## src/rtl/tusca_arbitro_serial.sv

```systemverilog
// Arbitrates the TUSCA serial transmitter between measurement frames and config
// acknowledge frames, then sends the winning frame one byte per tx handshake.
module tusca_arbitro_serial #(
    parameter int unsigned N_BYTES_MED    = 4,
    parameter int unsigned N_BYTES_CFG    = 2,
    parameter int unsigned TIMEOUT_CICLOS = 50000
) (
    input  logic                       clock,
    input  logic                       reset,
    input  logic                       req_medida,
    input  logic [8*N_BYTES_MED-1:0]   frame_medida,
    input  logic                       req_config,
    input  logic [8*N_BYTES_CFG-1:0]   frame_config,
    output logic                       tx_partida,
    output logic [7:0]                 tx_dados,
    input  logic                       tx_pronto,
    output logic                       pronto_medida_tx,
    output logic                       pronto_config_tx,
    output logic                       erro_tx,
    output logic                       ocupado,
    output logic [3:0]                 db_estado
);

    localparam int unsigned W_MED = 8 * N_BYTES_MED;
    localparam int unsigned W_CFG = 8 * N_BYTES_CFG;
    localparam int unsigned W_CNT = $clog2(TIMEOUT_CICLOS);
    localparam int unsigned W_IDX = (N_BYTES_MED > 1) ? $clog2(N_BYTES_MED) : 1;

    typedef enum logic [3:0] {
        OCIOSO      = 4'd0,
        CAPTURA     = 4'd1,
        ENVIA_BYTE  = 4'd2,
        ESPERA_BYTE = 4'd3,
        PROXIMO     = 4'd4,
        FIM         = 4'd5,
        ERRO        = 4'd6
    } estado_t;

    typedef enum logic {
        DONO_MEDIDA = 1'b0,
        DONO_CONFIG = 1'b1
    } dono_t;

    estado_t            estado_q, estado_d;
    logic               pend_medida_q, pend_medida_d;
    logic               pend_config_q, pend_config_d;
    logic [W_MED-1:0]   buf_medida_q, buf_medida_d;
    logic [W_CFG-1:0]   buf_config_q, buf_config_d;
    logic [W_MED-1:0]   shift_q, shift_d;
    logic [W_IDX-1:0]   idx_q, idx_d;
    logic [W_IDX-1:0]   ultimo_q, ultimo_d;
    logic [W_CNT-1:0]   cnt_q, cnt_d;
    dono_t              dono_q, dono_d;
    dono_t              ultimo_dono_q, ultimo_dono_d;
    dono_t              vencedor_q, vencedor_d;

    logic               tx_partida_d;
    logic [7:0]         tx_dados_d;
    logic               pronto_medida_d;
    logic               pronto_config_d;
    logic               erro_d;
    logic               ocupado_d;
    logic [3:0]         db_estado_d;

    // State register
    always_ff @(posedge clock) begin
        if (reset) estado_q <= OCIOSO;
        else       estado_q <= estado_d;
    end

    // Frame buffers, shift register, byte index and timeout counter
    always_ff @(posedge clock) begin
        if (reset) begin
            pend_medida_q <= 1'b0;
            pend_config_q <= 1'b0;
            buf_medida_q  <= '0;
            buf_config_q  <= '0;
            shift_q       <= '0;
            idx_q         <= '0;
            ultimo_q      <= '0;
            cnt_q         <= '0;
            dono_q        <= DONO_CONFIG;
            ultimo_dono_q <= DONO_CONFIG;
            vencedor_q    <= DONO_MEDIDA;
        end else begin
            pend_medida_q <= pend_medida_d;
            pend_config_q <= pend_config_d;
            buf_medida_q  <= buf_medida_d;
            buf_config_q  <= buf_config_d;
            shift_q       <= shift_d;
            idx_q         <= idx_d;
            ultimo_q      <= ultimo_d;
            cnt_q         <= cnt_d;
            dono_q        <= dono_d;
            ultimo_dono_q <= ultimo_dono_d;
            vencedor_q    <= vencedor_d;
        end
    end

    // Output registers, decoded from the state being entered
    always_ff @(posedge clock) begin
        if (reset) begin
            tx_partida       <= 1'b0;
            tx_dados         <= '0;
            pronto_medida_tx <= 1'b0;
            pronto_config_tx <= 1'b0;
            erro_tx          <= 1'b0;
            ocupado          <= 1'b0;
            db_estado        <= '0;
        end else begin
            tx_partida       <= tx_partida_d;
            tx_dados         <= tx_dados_d;
            pronto_medida_tx <= pronto_medida_d;
            pronto_config_tx <= pronto_config_d;
            erro_tx          <= erro_d;
            ocupado          <= ocupado_d;
            db_estado        <= db_estado_d;
        end
    end

    // Next-state, datapath and output decode
    always_comb begin
        estado_d        = estado_q;
        pend_medida_d   = pend_medida_q;
        pend_config_d   = pend_config_q;
        buf_medida_d    = buf_medida_q;
        buf_config_d    = buf_config_q;
        shift_d         = shift_q;
        idx_d           = idx_q;
        ultimo_d        = ultimo_q;
        cnt_d           = cnt_q;
        dono_d          = dono_q;
        ultimo_dono_d   = ultimo_dono_q;
        vencedor_d      = vencedor_q;
        tx_partida_d    = 1'b0;
        tx_dados_d      = tx_dados;
        pronto_medida_d = 1'b0;
        pronto_config_d = 1'b0;
        erro_d          = 1'b0;
        ocupado_d       = 1'b0;
        db_estado_d     = 4'd0;

        case (estado_q)
            OCIOSO: begin
                if (pend_medida_q || pend_config_q) begin
                    estado_d = CAPTURA;
                    // Round-robin only matters when both sources wait
                    if (pend_medida_q && pend_config_q)
                        vencedor_d = (ultimo_dono_q == DONO_CONFIG) ? DONO_MEDIDA : DONO_CONFIG;
                    else
                        vencedor_d = pend_medida_q ? DONO_MEDIDA : DONO_CONFIG;
                end
            end
            CAPTURA: begin
                if (vencedor_q == DONO_MEDIDA) begin
                    shift_d       = buf_medida_q;
                    pend_medida_d = 1'b0;
                    ultimo_d      = W_IDX'(N_BYTES_MED - 1);
                end else begin
                    shift_d       = W_MED'(buf_config_q);
                    pend_config_d = 1'b0;
                    ultimo_d      = W_IDX'(N_BYTES_CFG - 1);
                end
                dono_d        = vencedor_q;
                ultimo_dono_d = vencedor_q;
                idx_d         = '0;
                estado_d      = ENVIA_BYTE;
            end
            ENVIA_BYTE: begin
                cnt_d    = '0;
                estado_d = ESPERA_BYTE;
            end
            ESPERA_BYTE: begin
                // A handshake in the timeout cycle still counts as success
                if (tx_pronto)
                    estado_d = (idx_q == ultimo_q) ? FIM : PROXIMO;
                else if (cnt_q == W_CNT'(TIMEOUT_CICLOS - 1))
                    estado_d = ERRO;
                else
                    cnt_d = cnt_q + 1'b1;
            end
            PROXIMO: begin
                shift_d  = shift_q >> 8;
                idx_d    = idx_q + 1'b1;
                estado_d = ENVIA_BYTE;
            end
            FIM:     estado_d = OCIOSO;
            ERRO:    estado_d = OCIOSO;
            default: estado_d = OCIOSO;
        endcase

        // New requests always land in their buffer, even over a pending or just-granted frame
        if (req_medida) begin
            buf_medida_d  = frame_medida;
            pend_medida_d = 1'b1;
        end
        if (req_config) begin
            buf_config_d  = frame_config;
            pend_config_d = 1'b1;
        end

        if (estado_d == ENVIA_BYTE) begin
            tx_partida_d = 1'b1;
            tx_dados_d   = shift_d[7:0];
        end
        pronto_medida_d = (estado_d == FIM) && (dono_d == DONO_MEDIDA);
        pronto_config_d = (estado_d == FIM) && (dono_d == DONO_CONFIG);
        erro_d          = (estado_d == ERRO);
        ocupado_d       = (estado_d != OCIOSO);
        db_estado_d     = estado_d;
    end

endmodule
```

## config.mk

```make
export PLATFORM = sky130hd
export DESIGN_NAME = tusca_arbitro_serial
export DESIGN_NICKNAME = d
export VERILOG_FILES = /design/src/rtl/tusca_arbitro_serial.sv
export SDC_FILE = /design/constraint.sdc
export NUM_CORES = 1
export LEC_CHECK = 0
export ABC_CLOCK_PERIOD_IN_PS = 2500
export BUFFER_PORTS_ARGS = -buffer_cell sky130_fd_sc_hd__clkbuf_2
export CAP_MARGIN = 5
export CORE_MARGIN = 8
export CORE_UTILIZATION = 40
export DETAILED_ROUTE_END_ITERATION = 8
export SYNTH_ARGS = -nofsm -noshare
export SYNTH_HDL_FRONTEND = slang
export SYNTH_SLANG_ARGS = --single-unit
```

## constraint.sdc

```tcl
create_clock -name clock -period 2.5 [get_ports clock]
set_input_delay 0.75 -clock clock [delete_from_list [all_inputs] [get_ports clock]]
set_output_delay 0.75 -clock clock [all_outputs]
set_load 0.02 [all_outputs]
```

==> flow_summary.json <==
{
  "wl_met3_um": 465,
  "place_congestion": 0.783,
  "clock_path_buffers": 2,
  "ir_drop_mv": 0.496,
  "fillers": 1059,
  "fin_util_pct": 50.1,
  "synth_nets": 537,
  "hold_buffers": 0,
  "yosysSeqAreaShare_pct": 48.8,
  "crit_arrival_ns": 2.39,
  "clock_latency_ns": 0.41,
  "power.leakage_nw": 2.40,
  "num_vias": 3700,
  "drv_slew": 0,
  "worst_pin_slew_ns": 1.03,
  "status": "completed",
  "cts_tree": "yes",
  "synthCells": 483,
  "initial_core_util_pct": 41.0,
  "route.detailed.drc": 0,
  "cp-end-kind": "register",
  "switching_share_pct": 21.5,
  "area_delta_synth_final_pct": 22.3,
  "antenna_found_initial": 0,
  "fin_crit_sh_pct": 81.5,
  "synth.most_common_cell": "dfxtp_1",
  "wl_met1_mm": 4.77,
  "antenna_cells": 0,
  "coreArea_um2": 11400,
  "grt_usage_pct": 14.9,
  "crit_required_ns": 2.85,
  "clock_sinks": 114,
  "yosys_warnings": 0,
  "routed_wl_mm": 10.7,
  "die_x_um": 124,
  "async_reset_ff_share_pct": 0,
  "startpoint_type": "register",
  "wl_met2_mm": 5.30,
  "post_cts_resized": 0,
  "drive_above_1_share_pct": 23.1,
  "max-cap-violations": 0,
  "synth-seq-cells": 114,
  "post_drt_wl_per_cell_um": 15.4,
  "netlist_area_um2": 4680,
  "slew_headroom_pct": 31.4,
  "grt_pass1_wl_mm": 17.8,
  "dieArea_um2": 15400,
  "finalSetupViolCount": 0,
  "p_sw_uw": 999,
  "die_h_um": 124,
  "cts_setup_buffers": 0,
  "crit_type": "register to register",
  "synth_commonest_cells": "114 x dfxtp_1, 100 x nor2_1, 62 x mux2i_1, 20 x a21oi_1",
  "yosys-top-cells-area": "dfxtp_1 49%, mux2i_1 13%, nor2_1 8.0%",
  "power_mw": 4.66,
  "rows": 39,
  "pin_count": 70,
  "yosysTopAreaCellShare_pct": 48.8,
  "timing_hold_violations_final": 0,
  "seq_area_um2": 2280,
  "port_buffers": 69,
  "hp-class": "register to register",
  "finClkSkew_ns": 0.00632,
  "grt_pass1_vias": 3674,
  "grt_max_degree": 75,
  "powerDensity_nw_per_um2": 813,
  "multiInputGateArea_um2": 2200,
  "ys_types": 52,
  "cts_root_buffer": "clkbuf_16",
  "synth_edf_count": 0,
  "syn_area_per_cell_um2": 9.69,
  "seqPwrFrac_pct": 41.4,
  "ant_nets": 0,
  "drt-initial-drc-count": 328,
  "synthFlopType": "dfxtp_1",
  "fin_nets": 597,
  "finalSetupTns_ns": 0,
  "path_clk_slew_ns": 0.05,
  "rsz0062_at_grt": "no",
  "via_per_inst": 5.30,
  "clockPowerShare_pct": 52.2,
  "finalCriticalPeriod_ns": 2.04,
  "top_layer_used": "met4",
  "crit_fanout": 16,
  "synth_top_area_cell": "dfxtp_1",
  "overflow": 0,
  "dr.pass1.iters": 5,
  "intPower_mw": 3.66,
  "fmax_mhz": 491,
  "h-tree-depth": 4,
  "power.share.combinational_pct": 6.3,
  "post-dp-hpwl_mm": 7.47,
  "cts_made_buffers": 17
}
[worst paths after layout]
check | start | endpoint | slack, ns | cells past startpoint
max | db_estado[3] | shift_q[17] | 0.46 | 5
min | tx_dados[6] | tx_dados[6] | 0.47 | 1
min reg2reg | tx_dados[6] | tx_dados[6] | 0.47 | 1
max reg2reg | db_estado[3] | shift_q[17] | 0.46 | 5
[worst max-delay path, cell delays in order (launching register included)]
cell and delay (ns):
dfxtp_1 0.43, or4b_1 0.69, buf_4 0.24, nor2_4 0.31, a222oi_1 0.16, nor2_1 0.14
[layout make-up]
type,instances,share of cell area [%]
flip-flops and latches,114,39.9
well taps,143,3.13
clock inverters,9,2.27
clock buffers,22,8.29
inverters,3,0.197
multi-input cells,328,38.5
repair buffers,79,7.78
[metrics by stage]
stage          area [um2]  hold WS (ns)  instances  setup WS (ns)
6_report             5720         0.468        698          0.462
5_1_grt              5720         0.495        698          0.326
4_1_cts              5720         0.467        698          0.464
3_5_place_dp         5120         0.454        667          0.298
3_3_place_gp         5120         0.453        667          0.337
2_1_floorplan        4680         0.437        483          0.415
[routing by layer]
| layer | GRT usage (%) | vias up |
|---|---|---|
| met5 | 0 | - |
| met2 | 24.1 | 75 |
| met3 | 5.58 | 16 |
| li1 | - | 1853 |
| met4 | 5.95 | 0 |
| met1 | 17.5 | 1756 |
[logic make-up (layout without fill, tap and decap cells)]
family                     after synthesis  count (layout)  share of synthesized area (%)
other                                    1               1                         0.0801
muxes                                   69              69                           14.9
buffers and inverters                   41             113                           4.38
xor gates and xnor gates                 8               8                           1.50
adders and majority gates                1               1                          0.267
and+or+nand+nor                        175             175                           18.8
AOI/OAI and AO/OA                       74              74                           11.3
DFF                                    114             114                           48.8
[power by group through the flow]
stage | Sequential (mW) | Clock (mW) | Combinational, mW
3_5_place_dp | 1.97 | 0 | 0.300
2_1_floorplan | 1.96 | 0 | 0.200
6_report | 1.93 | 2.43 | 0.295
3_3_place_gp | 1.96 | 0 | 0.293
5_1_grt | 1.93 | 2.57 | 0.329
4_1_cts | 1.93 | 2.48 | 0.302
[cell usage in the layout (no fill, tap or decap), drive strengths merged, types with 6 or more instances in the layout]
| master | Yosys | layout |
|---|---|---|
| dfxtp | 114 | 114 |
| nor2 | 102 | 102 |
| clkbuf | 12 | 90 |
| mux2i | 62 | 62 |
| a21oi | 20 | 20 |
| nand2 | 17 | 17 |
| a22oi | 15 | 15 |
| buf | 26 | 11 |
| a221oi | 8 | 8 |
| xnor2 | 8 | 8 |
| a222oi | 8 | 8 |
| mux2 | 7 | 7 |
| nor3 | 7 | 7 |
| nand3 | 7 | 7 |
| o21a | 7 | 7 |
| o31ai | 6 | 6 |
[flip-flops by register name, indices dropped and copies added (netlist names)]
register / cells
buf_medida_q: 32
shift_q: 24
buf_config_q: 16
cnt_q: 16
tx_dados: 8
db_estado: 4
idx_q: 2
ultimo_q: 2
dono_q: 1
erro_tx: 1
ocupado: 1
pend_config_q: 1
pend_medida_q: 1
pronto_config_tx: 1
pronto_medida_tx: 1
tx_partida: 1
ultimo_dono_q: 1
vencedor_q: 1
Note: power is estimated with default switching activity, not from simulation.
